## src/rtl/mem_bus_arbiter.sv

```systemverilog
// Single-port memory bus arbiter for the IF and MEM pipeline ports; MEM has fixed priority.
// Define MEM_ARB_TIMEOUT_EN to abort a transfer after TIMEOUT_CYCLES without bus_ack_i.
module mem_bus_arbiter #(
    parameter int unsigned TIMEOUT_CYCLES = 256,
    parameter int unsigned CNT_W          = 8
) (
    input  logic        clk,
    input  logic        rst,
    input  logic        stall_i,
    input  logic        if_ce_i,
    input  logic [31:0] if_addr_i,
    output logic [31:0] if_data_o,
    output logic        if_stallreq_o,
    input  logic        mem_ce_i,
    input  logic        mem_we_i,
    input  logic [3:0]  mem_sel_i,
    input  logic [31:0] mem_addr_i,
    input  logic [31:0] mem_wdata_i,
    output logic [31:0] mem_rdata_o,
    output logic        mem_stallreq_o,
    output logic        bus_req_o,
    output logic        bus_we_o,
    output logic [3:0]  bus_sel_o,
    output logic [31:0] bus_addr_o,
    output logic [31:0] bus_wdata_o,
    input  logic [31:0] bus_rdata_i,
    input  logic        bus_ack_i,
    output logic        timeout_err_o
);

    typedef enum logic [1:0] {
        IDLE    = 2'd0,
        IF_REQ  = 2'd1,
        MEM_REQ = 2'd2
    } state_e;

    state_e      state_q, state_d;
    logic        if_done_q, if_done_d;
    logic        mem_done_q, mem_done_d;
    logic [31:0] if_buf_q, if_buf_d;
    logic [31:0] mem_buf_q, mem_buf_d;
    logic        bus_req_q, bus_req_d;
    logic        bus_we_q, bus_we_d;
    logic [3:0]  bus_sel_q, bus_sel_d;
    logic [31:0] bus_addr_q, bus_addr_d;
    logic [31:0] bus_wdata_q, bus_wdata_d;
    logic        err_q, err_d;
    logic        timeout_s;
    logic        advance_s;

`ifdef MEM_ARB_TIMEOUT_EN
    logic [CNT_W-1:0] cnt_q, cnt_d;

    assign timeout_s = (state_q != IDLE) && (cnt_q == CNT_W'(TIMEOUT_CYCLES - 32'd1));

    // Wait-cycle counter: held at zero in IDLE so every REQ state starts from zero.
    always_comb begin
        cnt_d = '0;
        if (state_q != IDLE) begin
            cnt_d = cnt_q + CNT_W'(1);
        end else begin
            cnt_d = '0;
        end
    end

    // Wait-cycle counter register.
    always_ff @(posedge clk or negedge rst) begin
        if (!rst) begin
            cnt_q <= '0;
        end else begin
            cnt_q <= cnt_d;
        end
    end
`else
    logic unused_cfg_s;

    assign timeout_s    = 1'b0;
    assign unused_cfg_s = (TIMEOUT_CYCLES > CNT_W);
`endif

    // A port holds the pipeline until its own access has completed.
    assign if_stallreq_o  = if_ce_i & ~if_done_q;
    assign mem_stallreq_o = mem_ce_i & ~mem_done_q;
    assign advance_s      = ~if_stallreq_o & ~mem_stallreq_o & ~stall_i;

    // Next-state, bus latch and done/buffer update logic.
    always_comb begin
        state_d     = state_q;
        if_done_d   = advance_s ? 1'b0 : if_done_q;
        mem_done_d  = advance_s ? 1'b0 : mem_done_q;
        if_buf_d    = if_buf_q;
        mem_buf_d   = mem_buf_q;
        bus_req_d   = bus_req_q;
        bus_we_d    = bus_we_q;
        bus_sel_d   = bus_sel_q;
        bus_addr_d  = bus_addr_q;
        bus_wdata_d = bus_wdata_q;
        err_d       = err_q;
        case (state_q)
            IDLE: begin
                if (mem_stallreq_o) begin
                    state_d     = MEM_REQ;
                    bus_req_d   = 1'b1;
                    bus_we_d    = mem_we_i;
                    bus_sel_d   = mem_sel_i;
                    bus_addr_d  = mem_addr_i;
                    bus_wdata_d = mem_wdata_i;
                end else if (if_stallreq_o) begin
                    state_d     = IF_REQ;
                    bus_req_d   = 1'b1;
                    bus_we_d    = 1'b0;
                    bus_sel_d   = 4'hF;
                    bus_addr_d  = if_addr_i;
                    bus_wdata_d = 32'h0000_0000;
                end else begin
                    state_d     = IDLE;
                end
            end
            IF_REQ, MEM_REQ: begin
                if (bus_ack_i) begin
                    state_d   = IDLE;
                    bus_req_d = 1'b0;
                    if (state_q == IF_REQ) begin
                        if_done_d = 1'b1;
                        if_buf_d  = bus_rdata_i;
                    end else begin
                        mem_done_d = 1'b1;
                        mem_buf_d  = bus_we_q ? mem_buf_q : bus_rdata_i;
                    end
                end else if (timeout_s) begin
                    // Aborted access completes with zero data so the pipeline can move on.
                    state_d   = IDLE;
                    bus_req_d = 1'b0;
                    err_d     = 1'b1;
                    if (state_q == IF_REQ) begin
                        if_done_d = 1'b1;
                        if_buf_d  = 32'h0000_0000;
                    end else begin
                        mem_done_d = 1'b1;
                        mem_buf_d  = 32'h0000_0000;
                    end
                end else begin
                    state_d = state_q;
                end
            end
            default: begin
                state_d   = IDLE;
                bus_req_d = 1'b0;
            end
        endcase
    end

    // State, done flags, read buffers and bus drive registers.
    always_ff @(posedge clk or negedge rst) begin
        if (!rst) begin
            state_q     <= IDLE;
            if_done_q   <= 1'b0;
            mem_done_q  <= 1'b0;
            if_buf_q    <= 32'h0000_0000;
            mem_buf_q   <= 32'h0000_0000;
            bus_req_q   <= 1'b0;
            bus_we_q    <= 1'b0;
            bus_sel_q   <= 4'h0;
            bus_addr_q  <= 32'h0000_0000;
            bus_wdata_q <= 32'h0000_0000;
            err_q       <= 1'b0;
        end else begin
            state_q     <= state_d;
            if_done_q   <= if_done_d;
            mem_done_q  <= mem_done_d;
            if_buf_q    <= if_buf_d;
            mem_buf_q   <= mem_buf_d;
            bus_req_q   <= bus_req_d;
            bus_we_q    <= bus_we_d;
            bus_sel_q   <= bus_sel_d;
            bus_addr_q  <= bus_addr_d;
            bus_wdata_q <= bus_wdata_d;
            err_q       <= err_d;
        end
    end

    assign if_data_o     = if_buf_q;
    assign mem_rdata_o   = mem_buf_q;
    assign bus_req_o     = bus_req_q;
    assign bus_we_o      = bus_we_q;
    assign bus_sel_o     = bus_sel_q;
    assign bus_addr_o    = bus_addr_q;
    assign bus_wdata_o   = bus_wdata_q;
    assign timeout_err_o = err_q;

endmodule

```

## config.mk

```make
export PLATFORM = sky130hd
export DESIGN_NAME = mem_bus_arbiter
export DESIGN_NICKNAME = d
export VERILOG_FILES = /design/src/rtl/mem_bus_arbiter.sv
export SDC_FILE = /design/constraint.sdc
export NUM_CORES = 1
export LEC_CHECK = 0
export BUFFER_PORTS_ARGS = -buffer_cell sky130_fd_sc_hd__buf_2
export CORE_UTILIZATION = 42
export DETAILED_ROUTE_END_ITERATION = 8
export GPL_TIMING_DRIVEN = 0
export HOLD_SLACK_MARGIN = 0.02
export PLACE_DENSITY_LB_ADDON = 0.1
export SLEW_MARGIN = 25
export SYNTH_ARGS = -nofsm -noshare
export SYNTH_HDL_FRONTEND = slang
export SYNTH_SLANG_ARGS = --single-unit
```

## constraint.sdc

```tcl
create_clock -name clk -period 1.72 [get_ports clk]
set_input_delay 0.086 -clock clk [delete_from_list [all_inputs] [get_ports clk]]
set_output_delay 0.086 -clock clk [all_outputs]
set_load 0.1 [all_outputs]
```

* After elaboration in Yosys (flattened, before gate mapping)
Index checks and enable logic that the tools add are counted.
Storage, ports and cells: output and inout bits 137, register bits after elaboration 138, logic and storage cells 56, input bits 139
Operators by class: muxes and demuxes 24, eq/ne operators 4, reduce and logical (&&, ||, !) cells 7, bitwise logic cells 11
Operators by type and width (number):
- 2-to-1 mux 32 bit | 4
- 2-to-1 mux 1 bit | 14
- 2-to-1 mux 4 bit | 2
- inverter 1 bit | 7
- AND 1 bit | 4
- 2-to-1 mux 2 bit | 2
- case mux 2 bit (2 select lines) | 1
- AND reduction 2 bit | 2
- AND reduction 4 bit | 1
- != test 3 bit, second input constant | 1
- AND reduction 3 bit | 1
- == test 2 x 1 -> 1 bit, second input constant | 1
- == test 2 bit, second input constant | 1
- zero test 2 bit | 1
- != test 2 bit, second input constant | 1
- case mux 1 bit (2 select lines) | 1
- nonzero test 2 bit | 1
- OR reduction 2 bit | 1

* Depth between registers and ports, before layout
depth after elaboration 9, gate-level depth with buffers 7

* Worst setup path after synthesis
OpenSTA, ideal clock, no wires.
path type register -> register, start point reg if_done_q, end point reg bus_addr_q[10] (netlist: bus_addr_o[10]), cell stages (with the launch flop) 6, slack -525 ps, buffers on the path 2, period minus slack after synthesis 2245 ps, data arrival time 2119 ps, cell sequence dfrtp_1 nor2b_2 o21a_1 buf_6 buf_6 mux2_4
Between the ends: word-level cells in the longest chain between the ends 4
RTL lines:
- start, declared | line 38 | logic if_done_q, if_done_d;
- start signal, assigned | line 169 | if_done_q <= if_done_d;
- inverter 1 bit | line 82 | assign if_stallreq_o = if_ce_i & ~if_done_q;
- AND 1 bit | line 82
- net if_stallreq_o | line 13 | output logic if_stallreq_o,
- nonzero test 2 bit (no line)
- AND reduction 2 bit (no line)
- end signal, assigned | line 176 | bus_addr_q <= bus_addr_d;
- end, declared | line 45 | logic [31:0] bus_addr_q, bus_addr_d;
The timed path passes the listed nets, and every way through them passes these cells. A chain may end at the register's enable or synchronous reset.

* Worst setup path in the final report
start point reg state_q[0], end point reg mem_buf_q[25] (netlist: mem_rdata_o[25])
Between the ends: word-level cells in the longest chain between the ends 3, elaborated cells between the ends (all ways) 5
RTL lines:
- start, declared | line 37 | state_e state_q, state_d;
- start signal, assigned | line 168 | state_q <= state_d;
- == test 2 x 1 -> 1 bit or == test 2 bit (tied branches)
- OR reduction 2 bit or inverter 1 bit (tied branches)
- AND reduction 4 bit (no line) *
- end signal, assigned | line 172 | mem_buf_q <= mem_buf_d;
- end, declared | line 41 | logic [31:0] mem_buf_q, mem_buf_d;
Mark *: on every way between the ends. The rest lies on a longest branch, timed or not.

==> results.sh <==
export IMPL_path_buf_inv=3
export IMPL_finalSetupViolCount=15
export IMPL_crit_type="flip-flop to flip-flop"
export IMPL_area_growth_pct=57.00
export IMPL_routed_wl_met3_um=1121
export IMPL_vias=4426
export IMPL_crit_arrival_ns=2.04
export IMPL_synth_seq_cells=138
export IMPL_cp_top_family="flip-flops"
export IMPL_dr_wl_met2_um=8181
export IMPL_mostFrequentLayoutCell="buf_2"
export IMPL_synth_area_mm2=0.005628
export IMPL_synth_cells=353
export IMPL_synth_top_area_share_pct=61.36
export IMPL_drc_errors=0
export IMPL_grt_max_degree=90
export IMPL_cpPeakStageDelay_ns=0.39
export IMPL_port_buffer_count=274
export IMPL_wirelength_um=15650
export IMPL_endpoint_kind="flip-flop"
export IMPL_final_seq_area_mm2=0.003455
export IMPL_drive_above_1_share_pct=62.90
export IMPL_n_antenna_cell=0
export IMPL_grt_use_total_pct=23.22
export IMPL_viasPerCell=4.832
export IMPL_rows=41
export IMPL_drt_initial_drc_count=113
export IMPL_cts_buffer_depth=2
export IMPL_period_share_pct=101.8
export IMPL_route_antenna_remaining_nets=0
export IMPL_h_tree_depth=4
export IMPL_drtPass1Iterations=4
export IMPL_cp_required_ns=2.01
export IMPL_grt_pass1_vias=4854
export IMPL_grt_pass1_wl_um=24830
export IMPL_syn_area_per_cell_um2=15.94
export IMPL_place_gp_congestion=0.8558
export IMPL_pin_count=276
export IMPL_fin_worst_skew_ns=0.007766
export IMPL_max_freq_mhz=571.3
export IMPL_setup_ws_ns=-0.03048
export IMPL_dpl_hpwl_um=10360
export IMPL_hold_viol_final=0
export IMPL_crit_slowest_cell="dfrtp_1"
export IMPL_worst_pin_slew_ns=0.5524
export IMPL_grt_ovfl_total=0
export IMPL_antenna_found_initial=0
export IMPL_routedWlPerCell_um=17.09
export IMPL_cp_max_fo=6
export IMPL_clock_latency_ns=0.41
export IMPL_failed_checks="negative setup slack"
export IMPL_clk_pin_slew_ns=0.06
export IMPL_mostFrequentLayoutCells="buf_2 (286), dfrtp_1 (137), mux2_2 (82), dlygate4sd3_1 (76), mux2_4 (46)"
export IMPL_slew_violations=0
export IMPL_rsz0062_at_grt="true"
export IMPL_cts_tree="done"
export IMPL_yosysWarnings=0
export IMPL_fin_nets=872
export IMPL_hold_class="input pin to flip-flop"
export IMPL_crit_chain="inv_2 -> ha_4 -> nand3b_1 -> nor2_4 -> buf_12 -> clkbuf_16 -> mux2_4"
export IMPL_ys_seq_area_share_pct=61.36
export IMPL_rrSetupSlack_ns=-0.03
export IMPL_design_core_area_mm2=0.01282
export IMPL_cap_violations=0
export IMPL_cts_sinks=138
export IMPL_wl_met1_um=5934
export IMPL_synth_fp_nets=494
export IMPL_dieWidth_um=117.8
export IMPL_die_y_um=117.8
export IMPL_status="finished with violations"
export IMPL_max_slew_margin_pct=63.43
export IMPL_synth_top_area_cell="dfrtp_1"
export IMPL_dieArea_mm2=0.01387
export IMPL_cts_buffers=17
export IMPL_start_util_pct=43.88
export IMPL_pre_cts_slack_ns=-0.3168
export IMPL_post_route_min_period_ns=1.750
export IMPL_synth_area_leaders="dfrtp_1 (61%), mux2_2 (20%), mux2_4 (6.9%), a22o_1 (5.1%), buf_2 (1.4%)"
export IMPL_fin_tns_setup_ns=-0.2597
export IMPL_top_layer_used="met4"
export IMPL_synth_cell_types=23
export IMPL_multiInputGateArea_mm2=0.002120
export IMPL_root_buffer="clkbuf_16"
export IMPL_startpoint_type="flip-flop"
export IMPL_fillers=932
[per-layer routing]
layer,global-route usage [%],vias to the layer above
met1,25.22,2176
met4,10.10,0
li1,-,2032
met2,40.59,186
met5,0,-
met3,8.285,32
[final timing paths]
path / from / cells after the start / to
max in group asynchronous: rst / 3 / state_q[0]
hold / removal: mem_addr_i[5] / 3 / bus_addr_o[5]
hold reg to reg: bus_sel_o[1] / 1 / bus_sel_o[1]
setup / recovery: state_q[0] / 7 / mem_rdata_o[25]
min in group asynchronous: rst / 2 / bus_addr_o[10]
setup reg to reg: state_q[0] / 7 / mem_rdata_o[25]
[worst min-delay path, stage by stage]
cell	delay, ns
buf_2	0.08
mux2_2	0.13
mux2_4	0.13
[cells in the mapped netlist (all sizes together)]
master and n:
ha 2, mux2 128, o22a 4, nand3b 1, inv 3, a22o 33, and2 1, nand2 6
nand3 2, nor2 1, buf 22, nand2b 1, o21a 1, conb 1, dfrtp 138, nor2b 2
o21ai 7
[timing repair]
item                                    in CTS  in global routing
pin swaps                                    3                  2
hold buffers                                76                  0
gates resized for setup                     19                 19
endpoints found under the setup margin      30                 32
buffers inserted                             5                  0
endpoints found under the hold margin      170                  0
gates cloned                                 1                  2
[registers in the layout, indices dropped and copies added (netlist names)]
register     flops
bus_addr_o      32
bus_req_o        1
bus_sel_o        4
bus_wdata_o     32
bus_we_o         1
if_data_o       32
if_done_q        1
mem_done_q       1
mem_rdata_o     32
state_q          2
[logic make-up (layout without fill, tap and decap cells)]
family | count (synthesis) | in the layout | synth area share, %
multiplexers | 128 | 128 | 27.35
AO/OA/AOI/OAI | 45 | 45 | 6.581
buffers and inverters | 25 | 416 | 2.801
other | 1 | 1 | 0.06663
AND/OR/NAND/NOR | 14 | 14 | 1.401
flip-flops | 138 | 138 | 61.36
adder cells (fa/ha/maj) | 2 | 2 | 0.4446
[cell type report]
cell class,count,share of cell area (%)
Tap cell,172,2.436
Inverter,3,0.1558
Clock inverter,6,0.7363
Clock buffer,26,5.423
Timing Repair Buffer,359,26.00
Sequential cell,138,39.10
Multi-Input combinational cell,190,23.99
Buffer,22,2.167
[per-stage QoR]
step	cell area, um^2	utilization, %	hold WS [ns]	instances
6_report	8836	68.90	0.03819	916
5_1_grt	8836	68.90	0.03176	916
4_1_cts	8718	67.98	0.02053	914
3_5_place_dp	7266	56.65	0.01213	800
3_3_place_gp	7228	56.36	0.3136	799
2_1_floorplan	5642	-	-0.2096	353
Power is left out: the tool's default activity adds up to more than one toggle a clock period on the data nets, which glitch-free logic cannot reach.
